===== src/rtl/mac_sequencer.sv =====
// Purpose: time-shares one signed DWxDW multiply-accumulate across NVEC snapshotted vectors, one dot product per vector.
// Latency: first result NELEM+1 cycles after start is taken; each later result NELEM+1 cycles after the previous handshake.
// Backpressure: a pending result is held stable and MAC work stalls until out_ready; start is ignored while busy.
module mac_sequencer #(
    parameter int NVEC  = 4,
    parameter int NELEM = 4,
    parameter int DW    = 8,
    parameter int OUTW  = 16,
    localparam int IW   = (NVEC > 1) ? $clog2(NVEC) : 1
) (
    input  logic                      clk,
    input  logic                      rst,
    input  logic                      start,
    input  logic [NELEM*DW-1:0]       weights,
    input  logic [NVEC*NELEM*DW-1:0]  data,
    output logic                      busy,
    output logic                      out_valid,
    input  logic                      out_ready,
    output logic [OUTW-1:0]           out_data,
    output logic [IW-1:0]             out_index,
    output logic                      done
);

    // Element counter width and accumulator width. The accumulator is wide
    // enough that NELEM full-precision products can never overflow it, so
    // saturation only ever has to happen once, on the final sum.
    localparam int EW = (NELEM > 1) ? $clog2(NELEM) : 1;
    localparam int AW = 2*DW + ((NELEM > 1) ? $clog2(NELEM) : 1);

    localparam logic signed [AW-1:0] SAT_MAX = AW'((2**(OUTW-1)) - 1);
    localparam logic signed [AW-1:0] SAT_MIN = AW'(-(2**(OUTW-1)));

    localparam logic [1:0] S_IDLE = 2'd0;
    localparam logic [1:0] S_MAC  = 2'd1;
    localparam logic [1:0] S_EMIT = 2'd2;

    logic [1:0]                 state;
    logic [NELEM*DW-1:0]        w_q;
    logic [NVEC*NELEM*DW-1:0]   d_q;
    logic [IW-1:0]              v_q;
    logic [EW-1:0]              e_q;
    logic signed [AW-1:0]       acc_q;

    logic signed [DW-1:0]       w_sel;
    logic signed [DW-1:0]       d_sel;
    logic signed [2*DW-1:0]     prod;
    logic signed [AW-1:0]       prod_ext;
    logic signed [AW-1:0]       acc_sum;
    logic [OUTW-1:0]            sat_val;
    logic                       last_e;
    logic                       last_v;

    // Operand select from the snapshot registers for the current (v, e) step.
    always_comb begin
        w_sel = $signed(w_q[DW*int'(e_q) +: DW]);
        d_sel = $signed(d_q[DW*(NELEM*int'(v_q) + int'(e_q)) +: DW]);
    end

    // Single shared multiplier; product sign-extended into the accumulator domain.
    always_comb begin
        prod     = w_sel * d_sel;
        prod_ext = {{(AW-2*DW){prod[2*DW-1]}}, prod};
        acc_sum  = acc_q + prod_ext;
    end

    // Clamp the running sum including the current product to the output range.
    always_comb begin
        if (acc_sum > SAT_MAX) begin
            sat_val = SAT_MAX[OUTW-1:0];
        end else if (acc_sum < SAT_MIN) begin
            sat_val = SAT_MIN[OUTW-1:0];
        end else begin
            sat_val = acc_sum[OUTW-1:0];
        end
    end

    // End-of-vector and end-of-run markers.
    always_comb begin
        last_e = (e_q == EW'(NELEM-1));
        last_v = (v_q == IW'(NVEC-1));
    end

    // Busy covers both the accumulate and the result-hold phases.
    always_comb begin
        busy = (state != S_IDLE);
    end

    // Sequencer: snapshot on start, accumulate one element per cycle, hold each result until accepted.
    always_ff @(posedge clk) begin
        if (rst) begin
            state     <= S_IDLE;
            w_q       <= '0;
            d_q       <= '0;
            v_q       <= '0;
            e_q       <= '0;
            acc_q     <= '0;
            out_valid <= 1'b0;
            out_data  <= '0;
            out_index <= '0;
            done      <= 1'b0;
        end else begin
            done <= 1'b0;
            case (state)
                S_IDLE: begin
                    if (start) begin
                        // Inputs are captured once here; the run never looks at them again.
                        w_q   <= weights;
                        d_q   <= data;
                        v_q   <= '0;
                        e_q   <= '0;
                        acc_q <= '0;
                        state <= S_MAC;
                    end
                end
                S_MAC: begin
                    acc_q <= acc_sum;
                    if (last_e) begin
                        e_q       <= '0;
                        out_data  <= sat_val;
                        out_index <= v_q;
                        out_valid <= 1'b1;
                        state     <= S_EMIT;
                    end else begin
                        e_q <= e_q + 1'b1;
                    end
                end
                S_EMIT: begin
                    if (out_ready) begin
                        out_valid <= 1'b0;
                        if (last_v) begin
                            done  <= 1'b1;
                            state <= S_IDLE;
                        end else begin
                            v_q   <= v_q + 1'b1;
                            e_q   <= '0;
                            acc_q <= '0;
                            state <= S_MAC;
                        end
                    end
                end
                default: begin
                    state <= S_IDLE;
                end
            endcase
        end
    end

endmodule


===== config.mk =====
export PLATFORM = sky130hd
export DESIGN_NAME = mac_sequencer
export DESIGN_NICKNAME = d
export VERILOG_FILES = /design/src/rtl/mac_sequencer.sv
export SDC_FILE = /design/constraint.sdc
export NUM_CORES = 1
export LEC_CHECK = 0
export ABC_AREA = 1
export CAP_MARGIN = 25
export CORE_ASPECT_RATIO = 1.4
export CORE_MARGIN = 3
export CORE_UTILIZATION = 45
export CTS_CLUSTER_SIZE = 28
export DETAILED_ROUTE_END_ITERATION = 6
export PLACE_DENSITY = 0.69
export SYNTH_ARGS = -nofsm -noshare
export SYNTH_HDL_FRONTEND = slang
export SYNTH_SLANG_ARGS = --single-unit
export TNS_END_PERCENT = 30

===== constraint.sdc =====
create_clock -name clk -period 6.5 [get_ports clk]
set_clock_uncertainty 0.05 [all_clocks]
set_input_delay 1.625 -clock clk [delete_from_list [all_inputs] [get_ports clk]]
set_output_delay 1.625 -clock clk [all_outputs]
set_load 0.01 [all_outputs]

==> results of run 1 <==
-- layout make-up --
class	instances	area, sq um	area share (%)
inverters	151	578.1	3.901
multi-input cells	1157	6902	46.58
clock buffers	29	585.6	3.952
repair buffers	218	2141	14.45
flip-flops and latches	204	4085	27.57
clock inverters	9	123.9	0.8360
well taps	319	399.1	2.694
diodes	1	2.502	0.01689
-- through the flow --
step	cells	util (%)
6_report	2088	57.59
5_1_grt	2088	57.59
4_1_cts	2081	57.18
3_5_place_dp	2043	54.43
3_3_place_gp	2043	54.43
2_1_floorplan	1603	-
-- layer usage --
metal	GRT usage (%)	share of wire, %
met3	2.429	5.1
met1	30.08	40
met5	0	0
met2	44.37	51
met4	8.479	3.7
-- power by group through the flow --
stage,Sequential (W),Clock [W],Combinational [W]
global route,0.00147,0.00132,0.00284
floorplan,0.00145,0,0.00183
CTS,0.00146,0.00127,0.00252
detailed placement,0.00148,0,0.00251
finish,0.00146,0.00125,0.00251
global placement,0.00149,0,0.00245
-- synth_stat cells (5+ instances only) --
cell and instances:
nor2_1 434, o21ai_0 237, dfxtp_1 204, nand2_1 185, inv_1 141, fa_1 80
clkbuf_1 64, a21oi_1 60, ha_1 44, o221ai_1 22, buf_2 17, nand3_1 15
o211ai_1 10, o22ai_1 10, inv_2 7, nand2_2 7, nand3_2 7, xnor2_1 7
o21bai_1 6, a32oi_1 5, buf_4 5
-- worst max-delay path by stage --
stage	start	to	slack, ps	depth (start not counted)
2_1_floorplan	e_q[0]$_SDFFE_PP0P_	out_data[5]$_SDFFE_PP0P_	720	26
3_3_place_gp	e_q[0]$_SDFFE_PP0P_	out_data[4]$_SDFFE_PP0P_	470	27
3_5_place_dp	e_q[0]$_SDFFE_PP0P_	out_data[9]$_SDFFE_PP0P_	370	26
4_1_cts	e_q[0]$_SDFFE_PP0P_	out_data[9]$_SDFFE_PP0P_	340	26
5_1_grt	e_q[0]$_SDFFE_PP0P_	out_data[4]$_SDFFE_PP0P_	0.4	27
6_report	e_q[1]$_SDFFE_PP0P_	out_data[5]$_SDFFE_PP0P_	420	26
-- cell families after synthesis --
logic type / Yosys count / share of synthesized area [%]
xor gates and xnor gates: 10 / 0.7340
adders and majority gates: 124 / 18.03
DFF: 204 / 34.22
AOI/OAI and AO/OA: 360 / 17.00
and+or+nand+nor: 663 / 21.92
buffers and inverters: 242 / 8.094
-- what timing repair did --
action / 4_1_cts / 5_1_grt
endpoints found under the hold margin: 0 / 0
setup buffers: 0 / 4
gates resized for setup: 0 / 6
endpoints found under the setup margin: 0 / 15
-- sequential cells by signal (all words and copies together) (netlist names) --
signal / cells
out_valid: 1
out_index: 2
d_q: 128
w_q: 32
v_q: 2
out_data: 16
state: 2
e_q: 2
done: 1
acc_q: 18
-- tightest hold or removal path, stage by stage (launching register included) --
cell and delay [ps]:
dfxtp_1 310, nand2_1 60, a21oi_1 50
==> impl_metrics.ini, run 1 <==
[outcome]
status = finished, final reports clean

[sta]
worst_pin_slew_ps = 1018
hold_violations = 0
setup_viol = 0
tns_ps = 0
final.setup.worst_slack_ps = 415.3
rsz0062_at_grt = false
fin_crit_sh_pct = 93.61
period_minus_slack_ps = 6085
relSlewSlack_pct = 32.11
drv_slew = 0
max_freq_mhz = 164.3
whs_ps = 416.1

[floorplanning]
rows = 69
die_h_um = 198.7
core_area_sq_um = 25730
start_util_pct = 46.39
io_pins = 185
die_w_um = 143.6
die-area_sq_um = 28540

[pwr]
p_leak_nw = 6.673
peakVddDrop_mv = 0.3423
combPwrFrac_pct = 48.0
seq_power_share_pct = 28.0
power_density_nw_per_um2 = 352.3
p_int_w = 0.003051
switching_share_pct = 41.55
power_w = 0.005220
clockPowerShare_pct = 24.0
p_sw_w = 0.002169

[worst_setup_path]
critPathLaunchType = flop
path_buf_inv = 6
path_max_fanout = 16
worstSetupEndpointType = flop
rr_startpoint = e_q[1]$_SDFFE_PP0P_
reg2reg_slack_ps = 420
slowest_stage = fa_1
cp_top_family = adder cells
cp_common_cell = nand2_1
cp.required_ps = 6890
cp.arrival_ps = 6480
reg2regPathDepth = 26
slowest_delay_ps = 560
r2r_end = out_data[5]$_SDFFE_PP0P_
criticalPathCategory = reg2reg

[global_routing]
grt_max_degree = 123
grt-ovfl-total = 0
antenna_found_initial = 1
grt_util_all_layers_pct = 24.47
grt_pass1_vias = 11100
grt_pass1_wl_um = 56510

[route]
wl_um = 35490
avgRoutedWirePerCell_um = 17.00
drc = 0
viasPerCell = 5.276
num_vias = 11017
drt-initial-drc-count = 785
ant_nets = 0
drt_first_pass_iters = 5

[finish]
mostFrequentLayoutCells = nor2_1, o21ai_0, dfxtp_1
fin_area_sq_um = 14820
syn_to_final_growth_pct = 24.16
fin_nets = 2041
fill_cells = 2425
layout_commonest_cell = nor2_1
drive_above_1_share_pct = 6.391

[placement]
pre_cts_ws_ps = 365.3
port_buffers = 184
dpl_cell_area_sq_um = 14000
gp_congestion = 0.9200
hpwl_um = 26480

[min_path]
min_path_cells = 2
hold_path.class = reg2reg
min_to = acc_q[1]$_SDFFE_PP0P_
worstHoldStart = acc_q[1]$_SDFFE_PP0P_

[clock_tree]
clock_path_buffers = 3
cts_buffers = 21
clock_latency_ps = 510
cts_tree = yes
cts_root_buf = clkbuf_16
cts-hold-fix-buffers = 0
h-tree-depth = 1
cts_sinks = 204
clk_pin_slew_ps = 60

[synthesis]
synth_area_leaders = dfxtp_1, nor2_1, fa_1
yosys_warnings = 0
synth_edf_count = 0
syn_inst = 1603
ys_ff_latch = 204
async_flop_share_pct = 0
post-synth-top-area-cell = dfxtp_1
synth_cell_types = 37
synth_top_area_share_pct = 34.22
synth_nets = 1891
synth_area_sq_um = 11930
synth.yosys.seq_area_share_pct = 34.22
postSynthAreaPerCell_sq_um = 7.445
yosys_most_used_dff = dfxtp_1

[job]
cap_violations = 0
No activity file was read; power rests on OpenSTA's default activity.
==> run 2: changes to the inputs <==
--- a/config.mk
+++ b/config.mk
@@ -9,10 +9,10 @@
 export CAP_MARGIN = 25
 export CORE_ASPECT_RATIO = 1.4
 export CORE_MARGIN = 3
-export CORE_UTILIZATION = 45
+export CORE_UTILIZATION = 55
 export CTS_CLUSTER_SIZE = 28
 export DETAILED_ROUTE_END_ITERATION = 6
-export PLACE_DENSITY = 0.69
+export PLACE_DENSITY = 0.81
 export SYNTH_ARGS = -nofsm -noshare
 export SYNTH_HDL_FRONTEND = slang
 export SYNTH_SLANG_ARGS = --single-unit
==> impl_metrics.ini, run 2 (synthesized netlist as in run 1, its figures left out) <==
[worst_setup_path]
reg2reg_slack_ps = 430
crit_cells = 29
rr_startpoint = e_q[0]$_SDFFE_PP0P_
critPathCapture = out_data[7]$_SDFFE_PP0P_
criticalPathCategory = reg2reg
cp-startpoint = e_q[0]$_SDFFE_PP0P_
r2r_end = out_data[7]$_SDFFE_PP0P_
slowest_delay_ps = 540
cp.required_ps = 6820
cp.arrival_ps = 6390
reg2regPathDepth = 29
worstSetupEndpointType = flop
path_max_fanout = 32
critPathLaunchType = flop
path_buf_inv = 8
slowest_stage = fa_1
cp_top_family = adder cells

[route]
drc = 0
num_vias = 11136
avgRoutedWirePerCell_um = 17.30
drt_first_pass_iters = 7
ant_nets = 0
drt-initial-drc-count = 692
viasPerCell = 5.499
wl_um = 35030

[outcome]
status = finished, final reports clean

[sta]
rsz0062_at_grt = false
relSlewSlack_pct = 29.06
max_freq_mhz = 164.7
drv_slew = 0
tns_ps = 0
whs_ps = 417.7
setup_viol = 0
fin_crit_sh_pct = 93.42
worst_pin_slew_ps = 1064
period_minus_slack_ps = 6072
hold_violations = 0

[global_routing]
grt_pass1_wl_um = 55230
antenna_found_initial = 1
grt-ovfl-total = 0
grt_max_degree = 124
grt_pass1_vias = 11078
grt_util_all_layers_pct = 29.07

[placement]
port_buffers = 184
hpwl_um = 25330
gp_congestion = 0.9386

[finish]
multi_input_area_sq_um = 6902
seq_area_sq_um = 4085
mostFrequentLayoutCells = nor2_1, o21ai_0, dfxtp_1
fill_cells = 1780
largest_register_ffs = 128
regMostFlops = d_q
layout_commonest_cell = nor2_1
fin_nets = 2038
largestRegisters = d_q: 128 flops, w_q: 32 flops, acc_q: 18 flops
drive_above_1_share_pct = 6.179
syn_to_final_growth_pct = 23.93

[clock_tree]
cts_buffers = 21
clock_latency_ps = 500
clk_pin_slew_ps = 70
cts_tree = yes
cts_root_buf = clkbuf_16
clock_path_buffers = 3
h-tree-depth = 1
cts_sinks = 204

[min_path]
min_path_cells = 2
hold_path.class = reg2reg

[floorplanning]
io_pins = 185
rows = 63
die-area_sq_um = 23530
core_area_sq_um = 21280
start_util_pct = 56.07
die_w_um = 130.5
die_h_um = 180.3

[pwr]
power_density_nw_per_um2 = 363.9
p_leak_nw = 6.701
peakVddDrop_mv = 0.5812

[job]
cap_violations = 0
==> run 2: power by group <==
part	switching, W	internal, W
sequential	0.0000811	0.00138
clock	0.000528	0.000857
combinational	0.00161	0.000931
total	0.00222	0.00317
==> run 2: layout make-up <==
class,instances,area share [%]
multi-input combinational,1157,46.67
sequential,204,27.62
inverter,151,3.909
clock inverter,12,1.489
antenna,1,0.01692
tap,260,2.200
timing repair buffer,215,14.31
clock buffer,25,3.790
==> run 2: through the flow <==
step	util (%)	total power (W)	worst slack, ps	area [sq um]	std cells
5_1_grt	69.49	0.005794	39.35	14790	2025
3_5_place_dp	65.47	0.004003	370.8	13930	1980
2_1_floorplan	-	0.003282	718.2	11930	1603
4_1_cts	69.14	0.005388	337.2	14710	2017
3_3_place_gp	65.47	0.003957	457.1	13930	1980
6_report	69.49	0.005382	427.8	14790	2025
==> run 2: repair_timing <==
item	CTS	global route
hold buffers	0	0
setup buffers	0	7
endpoints found under the setup margin	0	14
gates resized for setup	0	4
==> run 2: how the worst min path moves through the flow <==
| stage | endpoint | from |
|---|---|---|
| 2_1_floorplan | w_q[18]$_SDFFE_PP0P_ | w_q[18]$_SDFFE_PP0P_ |
| 3_5_place_dp | w_q[18]$_SDFFE_PP0P_ | w_q[18]$_SDFFE_PP0P_ |
| 4_1_cts | w_q[18]$_SDFFE_PP0P_ | w_q[18]$_SDFFE_PP0P_ |
| 3_3_place_gp | w_q[18]$_SDFFE_PP0P_ | w_q[18]$_SDFFE_PP0P_ |
| 5_1_grt | acc_q[7]$_SDFFE_PP0P_ | acc_q[7]$_SDFFE_PP0P_ |
| 6_report | w_q[18]$_SDFFE_PP0P_ | w_q[18]$_SDFFE_PP0P_ |
==> run 2: worst min-delay path, cell delays in order (launching register included) <==
cell     delay [ps]
dfxtp_1         300
inv_1            60
a21oi_1          60
==> run 2: routing by layer <==
layer / vias up / part of all wire (%) / GRT usage, %
li1: 5415 / - / -
met4: 0 / 5.4 / 13.54
met3: 99 / 5.4 / 4.033
met2: 348 / 51 / 50.89
met5: - / 0 / 0
met1: 5274 / 38 / 34.56
==> run 3: changes to the inputs <==
--- a/config.mk
+++ b/config.mk
@@ -6,7 +6,7 @@
 export NUM_CORES = 1
 export LEC_CHECK = 0
 export ABC_AREA = 1
-export CAP_MARGIN = 25
+export CAP_MARGIN = 10
 export CORE_ASPECT_RATIO = 1.4
 export CORE_MARGIN = 3
 export CORE_UTILIZATION = 55
==> results of run 3 <==
The final DEF is identical to that of run 2; final timing and power are the same.
